===== src/rtl/mul_pkg.sv =====
// Shared definitions for the pipelined Wallace multiplier: widths, stage count,
// operation mode bundle and the reduction-tree row-count helpers.
package mul_pkg;

    localparam int MUL_STAGES = 3;

    typedef struct packed {
        logic sgn;
        logic approx;
    } op_mode_t;

    function automatic int PW(input int width);
        return 2 * width;
    endfunction

    // One 3:2 layer turns every full group of three rows into two.
    function automatic int rows_next(input int n);
        return n - n / 3;
    endfunction

    function automatic int rows_at(input int n0, input int layers);
        int n;
        n = n0;
        for (int k = 0; k < layers; k++) n = rows_next(n);
        return n;
    endfunction

    function automatic int tree_layers(input int n0);
        int n;
        int c;
        n = n0;
        c = 0;
        while (n > 2) begin
            n = rows_next(n);
            c++;
        end
        return c;
    endfunction

endpackage


===== src/rtl/csa_layer.sv =====
// Column-aligned 3:2 compressor row: one full adder per column, carries moved
// up one column and the top carry dropped (results are modulo 2^W).
module csa_layer #(
    parameter int W = 16
) (
    input  logic [W-1:0] x,
    input  logic [W-1:0] y,
    input  logic [W-1:0] z,
    output logic [W-1:0] sum,
    output logic [W-1:0] carry
);

    assign sum   = x ^ y ^ z;
    assign carry = ((x & y) | (x & z) | (y & z)) << 1;

endmodule


===== src/rtl/wallace_mul_pipe.sv =====
// Three-stage Wallace-tree multiplier with valid/ready flow control, per-operation
// signed (Baugh-Wooley) and LSB-truncated approximate modes, and a tag sideband.
module wallace_mul_pipe
    import mul_pkg::*;
#(
    parameter int WIDTH   = 8,
    parameter int TRUNC_K = 4,
    parameter int TAG_W   = 4
) (
    input  logic                 clk,
    input  logic                 rst_n,
    input  logic                 in_valid,
    output logic                 in_ready,
    input  logic [WIDTH-1:0]     a_i,
    input  logic [WIDTH-1:0]     b_i,
    input  logic                 sgn_i,
    input  logic                 approx_i,
    input  logic [TAG_W-1:0]     tag_i,
    output logic                 out_valid,
    input  logic                 out_ready,
    output logic [2*WIDTH-1:0]   result_o,
    output logic [TAG_W-1:0]     tag_o
);

    localparam int PROD_W = PW(WIDTH);
    localparam int N0     = WIDTH + 1;
    localparam int NLAY   = tree_layers(N0);
    localparam int L1     = (NLAY + 1) / 2;
    localparam int R1     = rows_at(N0, L1);

    // Baugh-Wooley correction: +2^W and +2^(2W-1), modulo 2^(2W).
    localparam logic [PROD_W-1:0] BW_CONST  = (PROD_W'(1) << WIDTH) | (PROD_W'(1) << (PROD_W - 1));
    localparam logic [PROD_W-1:0] CMP_CONST = (TRUNC_K > 0) ?
        (PROD_W'(1) << ((TRUNC_K > 0) ? TRUNC_K - 1 : 0)) : '0;

    op_mode_t                  mode_s0;
    logic [WIDTH-1:0]          row_s0;
    logic [PROD_W-1:0]         pp_s0 [0:N0-1];
    logic [PROD_W-1:0]         tr    [0:NLAY][0:N0-1];
    logic [PROD_W-1:0]         lin   [0:NLAY-1][0:N0-1];
    logic [R1-1:0][PROD_W-1:0] front_s0;

    logic                      vld_p0, vld_p1, vld_p2;
    logic                      en_p0, en_p1, en_p2;
    logic [R1-1:0][PROD_W-1:0] rows_p0;
    logic [TAG_W-1:0]          tag_p0, tag_p1, tag_p2;
    logic [PROD_W-1:0]         sum_p1, car_p1, res_p2;

    assign mode_s0 = '{sgn: sgn_i, approx: approx_i};

    always_comb begin
        row_s0 = '0;
        for (int i = 0; i < WIDTH; i++) begin
            for (int j = 0; j < WIDTH; j++) begin
                row_s0[j] = a_i[j] & b_i[i];
                if (mode_s0.sgn && ((i == WIDTH - 1) != (j == WIDTH - 1)))
                    row_s0[j] = ~row_s0[j];
                if (!mode_s0.sgn && mode_s0.approx && (i + j < TRUNC_K))
                    row_s0[j] = 1'b0;
            end
            pp_s0[i] = {{WIDTH{1'b0}}, row_s0} << i;
        end
        pp_s0[WIDTH] = mode_s0.sgn ? BW_CONST : (mode_s0.approx ? CMP_CONST : '0);
    end

    // Reduction tree: layers below L1 sit in S1, the rest read the S1 register.
    for (genvar r = 0; r < N0; r++) begin : g_pp
        assign tr[0][r] = pp_s0[r];
    end

    for (genvar l = 0; l < NLAY; l++) begin : g_lay
        localparam int NIN  = rows_at(N0, l);
        localparam int NG   = NIN / 3;
        localparam int NOUT = NIN - NG;

        for (genvar r = 0; r < N0; r++) begin : g_src
            if (l == L1) begin : g_reg
                if (r < R1) begin : g_row
                    assign lin[l][r] = rows_p0[r];
                end else begin : g_pad
                    assign lin[l][r] = '0;
                end
            end else begin : g_comb
                assign lin[l][r] = tr[l][r];
            end
        end

        for (genvar g = 0; g < NG; g++) begin : g_csa
            csa_layer #(.W(PROD_W)) u_csa (
                .x     (lin[l][3*g]),
                .y     (lin[l][3*g+1]),
                .z     (lin[l][3*g+2]),
                .sum   (tr[l+1][2*g]),
                .carry (tr[l+1][2*g+1])
            );
        end

        for (genvar r = 3 * NG; r < NIN; r++) begin : g_pass
            assign tr[l+1][r-NG] = lin[l][r];
        end

        for (genvar r = NOUT; r < N0; r++) begin : g_zero
            assign tr[l+1][r] = '0;
        end
    end

    for (genvar r = 0; r < R1; r++) begin : g_front
        assign front_s0[r] = tr[L1][r];
    end

    assign en_p2    = !vld_p2 || out_ready;
    assign en_p1    = !vld_p1 || en_p2;
    assign en_p0    = !vld_p0 || en_p1;
    assign in_ready = en_p0;

    always_ff @(posedge clk or negedge rst_n) begin
        if (!rst_n) begin
            vld_p0 <= 1'b0;
            vld_p1 <= 1'b0;
            vld_p2 <= 1'b0;
        end else begin
            if (en_p0) vld_p0 <= in_valid;
            if (en_p1) vld_p1 <= vld_p0;
            if (en_p2) vld_p2 <= vld_p1;
        end
    end

    // S1 -> S2 boundary: partially reduced rows; S2 -> S3 boundary: sum/carry pair.
    always_ff @(posedge clk) begin
        if (en_p0 && in_valid) begin
            rows_p0 <= front_s0;
            tag_p0  <= tag_i;
        end
        if (en_p1 && vld_p0) begin
            sum_p1 <= tr[NLAY][0];
            car_p1 <= tr[NLAY][1];
            tag_p1 <= tag_p0;
        end
    end

    // S3: final carry-propagate add into the output register.
    always_ff @(posedge clk or negedge rst_n) begin
        if (!rst_n) begin
            res_p2 <= '0;
            tag_p2 <= '0;
        end else if (en_p2 && vld_p1) begin
            res_p2 <= sum_p1 + car_p1;
            tag_p2 <= tag_p1;
        end
    end

    assign out_valid = vld_p2;
    assign result_o  = res_p2;
    assign tag_o     = tag_p2;

endmodule


===== config.mk =====
export PLATFORM = sky130hd
export DESIGN_NAME = wallace_mul_pipe
export DESIGN_NICKNAME = d
export VERILOG_FILES = /design/src/rtl/mul_pkg.sv /design/src/rtl/csa_layer.sv /design/src/rtl/wallace_mul_pipe.sv
export SDC_FILE = /design/constraint.sdc
export NUM_CORES = 1
export LEC_CHECK = 0
export BUFFER_PORTS_ARGS = -buffer_cell sky130_fd_sc_hd__buf_2
export CAP_MARGIN = 20
export CORE_ASPECT_RATIO = 1.1
export CORE_UTILIZATION = 30
export DETAILED_ROUTE_END_ITERATION = 8
export GPL_TIMING_DRIVEN = 0
export HOLD_SLACK_MARGIN = 0.08
export PLACE_DENSITY_LB_ADDON = 0.12
export SLEW_MARGIN = 40
export SYNTH_ARGS = -nofsm -noshare
export SYNTH_HDL_FRONTEND = slang
export SYNTH_SLANG_ARGS = --single-unit

===== constraint.sdc =====
create_clock -name clk -period 4.8 [get_ports clk]
set_input_delay 0.24 -clock clk [delete_from_list [all_inputs] [get_ports clk]]
set_output_delay 0.24 -clock clk [all_outputs]
set_load 0.1 [all_outputs]

# ---- After elaboration in Yosys (flattened, before gate mapping)
# Cells that the tools add are included.
dict set report op_classes {
  add_sub_neg 1
  n_mul 0
  n_div 0
  n_lt_le_gt_ge 0
  eq_ne 0
  shift 0
  n_mux 26
  n_bitwise 127
  n_reduce_logical 11
}
# operator count
set op_table {}
lappend op_table {{15-bit AND} 13}
lappend op_table {{15-bit OR} 12}
lappend op_table {{16-bit XOR} 6}
lappend op_table {{1-bit AND} 64}
lappend op_table {{14-bit by 15-bit AND with 15-bit output} 2}
lappend op_table {{1-bit two-way mux} 24}
lappend op_table {{16-bit adder} 1}
lappend op_table {{16-bit two-way mux} 1}
lappend op_table {{10-bit by 16-bit XOR with 16-bit output} 1}
lappend op_table {{15-bit by 16-bit XOR with 16-bit output} 1}
lappend op_table {{16-bit by 13-bit XOR with 16-bit output} 1}
lappend op_table {{15-bit by 10-bit OR with 15-bit output} 1}
lappend op_table {{15-bit by 13-bit OR with 15-bit output} 1}
lappend op_table {{14-bit by 15-bit XOR with 15-bit output} 1}
lappend op_table {{1-bit NOT} 14}
lappend op_table {{11-bit by 13-bit AND with 13-bit output} 1}
lappend op_table {{12-bit by 13-bit AND with 13-bit output} 1}
lappend op_table {{12-bit by 13-bit XOR with 13-bit output} 1}
lappend op_table {{11-bit by 12-bit AND with 12-bit output} 1}
lappend op_table {{11-bit by 12-bit XOR with 12-bit output} 1}
lappend op_table {{8-bit by 10-bit AND with 10-bit output} 1}
lappend op_table {{9-bit by 10-bit AND with 10-bit output} 1}
lappend op_table {{9-bit by 10-bit XOR with 10-bit output} 1}
lappend op_table {{8-bit by 9-bit AND with 9-bit output} 1}
lappend op_table {{5 further kinds} 13}
dict set report word_totals {
  ff_bits 124
  latchBits 0
  mem_bits_rw 0
  rom_bits 0
  input_bits 26
  out_inout_bits 22
  wordCells 178
  n_memories 0
}

# ---- Logic depth before layout (Yosys ltp)
dict set report logic_depth {
  word_depth 9
  ltp_mapped 8
  mapped_depth_nobuf 8
}

# ---- Hierarchy
# From an unflattened synthesis, not the netlist that was laid out.
dict set report unflattened {
  hier_cells 514
  hier_area_um2 7687.4
}
# module instances cells_each area_per_inst_um2 seq_area_each_um2
set modules_own_cells {}
lappend modules_own_cells {wallace_mul_pipe 1 388 5340.1 3698.5}
lappend modules_own_cells {csa_layer 7 18 335.3 0.0}

# ---- Worst setup path after synthesis
# Ideal clock, no wire load.
dict set report synth_path {
  path_type {flip-flop to flip-flop}
  startpoint {register vld_p2 (netlist: out_valid)}
  endpoint {register rows_p0 (netlist bit lin[103]), enable pin}
  setup_time_ns 0.468
  arrival_ns 2.979
  required_time_ns 4.332
  slack_ns 1.353
  path_stages_with_launch 4
  n_path_buf 0
  synth_period_minus_slack_ns 3.447
  path_cell_list {dfrtp_1 nor2b_1 nand3_1 and2_1}
}
dict set report synth_via {
  elab_chain_len 5
}
# item line
set synth_rtl {}
lappend synth_rtl {{from (decl)} wallace_mul_pipe.sv:43} ;# logic vld_p0, vld_p1, vld_p2;
lappend synth_rtl {{from (signal assigned)} wallace_mul_pipe.sv:124} ;# if (en_p2) vld_p2 <= vld_p1;
lappend synth_rtl {{1-bit logical NOT} wallace_mul_pipe.sv:111} ;# assign en_p2 = !vld_p2 || out_ready;
lappend synth_rtl {{1-bit logical OR} wallace_mul_pipe.sv:111}
lappend synth_rtl {{1-bit logical OR} wallace_mul_pipe.sv:112} ;# assign en_p1 = !vld_p1 || en_p2;
lappend synth_rtl {{1-bit logical OR} wallace_mul_pipe.sv:113} ;# assign en_p0 = !vld_p0 || en_p1;
lappend synth_rtl {{named net in_ready} wallace_mul_pipe.sv:13} ;# output logic in_ready,
lappend synth_rtl {{1-bit logical AND} wallace_mul_pipe.sv:130} ;# if (en_p0 && in_valid) begin
lappend synth_rtl {{to (signal assigned)} wallace_mul_pipe.sv:131} ;# rows_p0 <= front_s0;
lappend synth_rtl {{to (decl)} wallace_mul_pipe.sv:45} ;# logic [R1-1:0][PROD_W-1:0] rows_p0;
# The timed path passes the listed nets, and every way through them passes these cells.
# A chain may end at the register's enable or synchronous reset.

==> results_dict.tcl <==
set metrics [dict create \
    required_ns 4.88 \
    internal_power_w 0.00185 \
    clkTransAtPathRegs_ns 0.07 \
    power.net_switching_w 0.00119 \
    drt_iter0_drc 109 \
    whs_endpoint "lin[255]" \
    yosys-top-cells-area "edfxtp_1 (44%), fa_1 (15%), dfrtp_1 (11%), ha_1 (7.5%), nand2_1 (4.6%)" \
    slew_headroom_pct 63.2 \
    antenna_found_initial 0 \
    routed_wl_um 9290 \
    wire_per_inst_um 13.3 \
    setup_viol 0 \
    drive_gt1_share_pct 15.8 \
    worst-slew-pin-transition_ns 0.552 \
    cap_violations 0 \
    cts_buffers 9 \
    num_vias 2933 \
    rows 50 \
    initial_core_util_pct 31.0 \
    ys_types 34 \
    ys_warn_count 0 \
    critical_path_class "in -> reg" \
    r2r_end "result_o[15]" \
    overflow 0 \
    dp_hpwl_um 7300 \
    critPathMaxFanout 10 \
    fin_util_pct 36.3 \
    grt_max_degree 43 \
    multi_input_comb_area_mm2 0.00226 \
    grt_pass1_vias 3119 \
    clock_sinks 100 \
    synth_common_cells "edfxtp_1 (77), nand2_1 (65), fa_1 (39)" \
    cts_buffer_depth 2 \
    timing.fmax_ghz 0.464 \
    cts_resized 0 \
    hold_path.class "in -> reg" \
    r2r_start "sum_p1[5]" \
    core_mm2 0.0171 \
    drv_slew 0 \
    crit_family "adder cells" \
    fin_setup_tns_ns 0 \
    die_h_um 141 \
    reg2reg_depth 8 \
    syn-cell-area_mm2 0.00531 \
    route.detailed.drc 0 \
    vias_per_cell 4.18 \
    grt_pass1_wl_um 15600 \
    synth_seq_cells 100 \
    synthArstFlopShare_pct 23.0 \
    rsz0062_at_grt "false" \
    period_needed_ns 2.15 \
    path_cells "buf_2, clkbuf_1, nand2b_1, clkbuf_1, and3_1, fa_1, fa_1" \
    synth_most_common_cell "edfxtp_1" \
    power-per-cell-area_mw_per_mm2 489 \
    cts_tree "yes" \
    clkLatencyLatePin_ns 0.33 \
    seq_area_frac_synth_pct 54.4 \
    htreeDepth 3 \
    synthCells 399 \
    ys.flop_type "edfxtp_1" \
    pwr-share-seq_pct 39.8 \
    cp.arrival_ns 2.24 \
    combPwrFrac_pct 36.8 \
    hold_path_depth 1 \
    hold_viol_final 0 \
    avgSynthCellArea_um2 13.3 \
    synth_edf_count 77 \
    slowest_delay_ns 0.44 \
    antenna_cells 0 \
    die_area_mm2 0.0182 \
    postRouteAntennaNets 0 \
    dr.pass1.iters 4 \
    final_nets 559 \
    crit_slowest_cell "fa_1" \
    cp-start-kind "primary input" \
    area.growth.synth_to_final_pct 17.3 \
    die_w_um 129 \
    grtUsageTotal_pct 11.2 \
    fin_skew_ns 0.00679 \
    rrSetupSlack_ns 2.92 \
    p_sw_share_pct 39.3 \
    hold_start "sgn_i" \
    crit_buf_inv 3 \
    cts_root_buffer "clkbuf_16" \
    place.gp.congestion 0.783 \
    io_pins 48 \
    fillers 1721 \
    leakagePower_nw 2.66 \
    netlist.area_leader.share_pct 43.6 \
    period_share_pct 44.9 \
    seqCellArea_mm2 0.00289 \
    cp-end-kind "flop" \
    synth_area_leader_cell "edfxtp_1" \
    peakVddDrop_uv 217 \
    p_clk_share_pct 23.5 \
    status "complete, no violations" \
    numPortBuffers 45 \
    synthesis.nets 496 \
]
==> flip-flops by register name (all words and copies together), names as in the netlist <==
register	cells
tag_p0	4
car_p1	11
out_valid	1
lin	42
result_o	16
sum_p1	16
vld_p1	1
vld_p0	1
tag_p1	4
tag_o	4
==> cell type report <==
type                    count  share of cell area, %
clock inverters             7                   1.21
clock buffers               9                   3.62
repair buffers             52                   5.18
well taps                 234                   4.70
plain buffers              10                  0.844
flip-flops and latches    100                   46.4
multi-input cells         261                   36.4
inverters                  28                   1.69
==> routing by layer <==
metal / global-route usage [%] / vias up / wire length (µm)
met2: 18.8 / 43 / 4450
met4: 4.46 / 0 / 82
li1: - / 1479 / -
met1: 14.2 / 1407 / 4490
met5: 0 / - / 0
met3: 2.11 / 4 / 279
==> through the flow <==
| stage | instances | hold slack, ns | power (W) | setup WS [ns] | area (µm²) |
|---|---|---|---|---|---|
| 2_1_floorplan | 399 | -0.0556 | 0.00211 | 1.35 | 5310 |
| 3_3_place_gp | 678 | 0.263 | 0.00235 | 2.00 | 5820 |
| 3_5_place_dp | 680 | 0.268 | 0.00237 | 2.25 | 5880 |
| 4_1_cts | 701 | 0.0820 | 0.00311 | 2.62 | 6230 |
| 5_1_grt | 701 | 0.0859 | 0.00324 | 2.54 | 6230 |
| 6_report | 701 | 0.0992 | 0.00304 | 2.65 | 6230 |
==> logic make-up (layout without fill, tap and decap cells) <==
family	count (synthesis)	count (layout)	share of synthesized area, %
adder cells (fa/ha/maj)	71	71	22.3
flip-flops	100	100	54.4
buffers and inverters	38	106	2.97
AO/OA/AOI/OAI	31	31	3.91
AND/OR/NAND/NOR	139	139	13.1
XOR/XNOR	20	20	3.30
==> what timing repair did <==
| action | CTS | global route |
|---|---|---|
| endpoints found under the setup margin | 0 | 0 |
| endpoints found under the hold margin | 27 | 0 |
| buffers inserted | 0 | 0 |
| hold buffers | 5 | 0 |
==> how the worst max path moves through the flow <==
stage | startpoint | endpoint | slack (ns) | cells after the start
final | sgn_i | lin[275] | 2.65 | 7
after CTS | sgn_i | lin[275] | 2.62 | 7
after detailed placement | sgn_i | lin[275] | 2.25 | 7
after global routing | sgn_i | lin[275] | 2.54 | 7
after global placement | out_valid | lin[274] | 2.00 | 3
after floorplan | out_valid | lin[103] | 1.35 | 3
==> placed cells by master (no fill, tap or decap), types with 5 or more instances in the layout <==
master / n
nand2_1: 65
dfrtp_1: 23
edfxtp_1: 77
and2_1: 35
xor2_1: 7
nand2b_1: 7
a21oi_1: 9
clkbuf_16: 9
dlygate4sd3_1: 5
inv_1: 28
buf_2: 49
xnor2_1: 13
ha_1: 32
fa_1: 39
and3_1: 11
clkbuf_1: 5
o21ai_0: 7
==> worst register-to-register path, delay by kind of cell, from the launching register on <==
kind / cells / cell delay [ns]
flip-flops: 1 / 0.33
AO/OA/AOI/OAI: 4 / 0.64
AND/OR/NAND/NOR: 1 / 0.20
adder cells (fa/ha/maj): 2 / 0.55
buffers and inverters: 1 / 0.05
==> power by group through the flow <==
stage	sequential, W	clock [W]	combinational, W
floorplan	0.00167	0	0.000442
global placement	0.00123	0	0.00112
detailed placement	0.00123	0	0.00113
CTS	0.00121	0.000751	0.00114
global route	0.00123	0.000773	0.00123
finish	0.00121	0.000714	0.00112
Power figures use the tool's default switching activity.
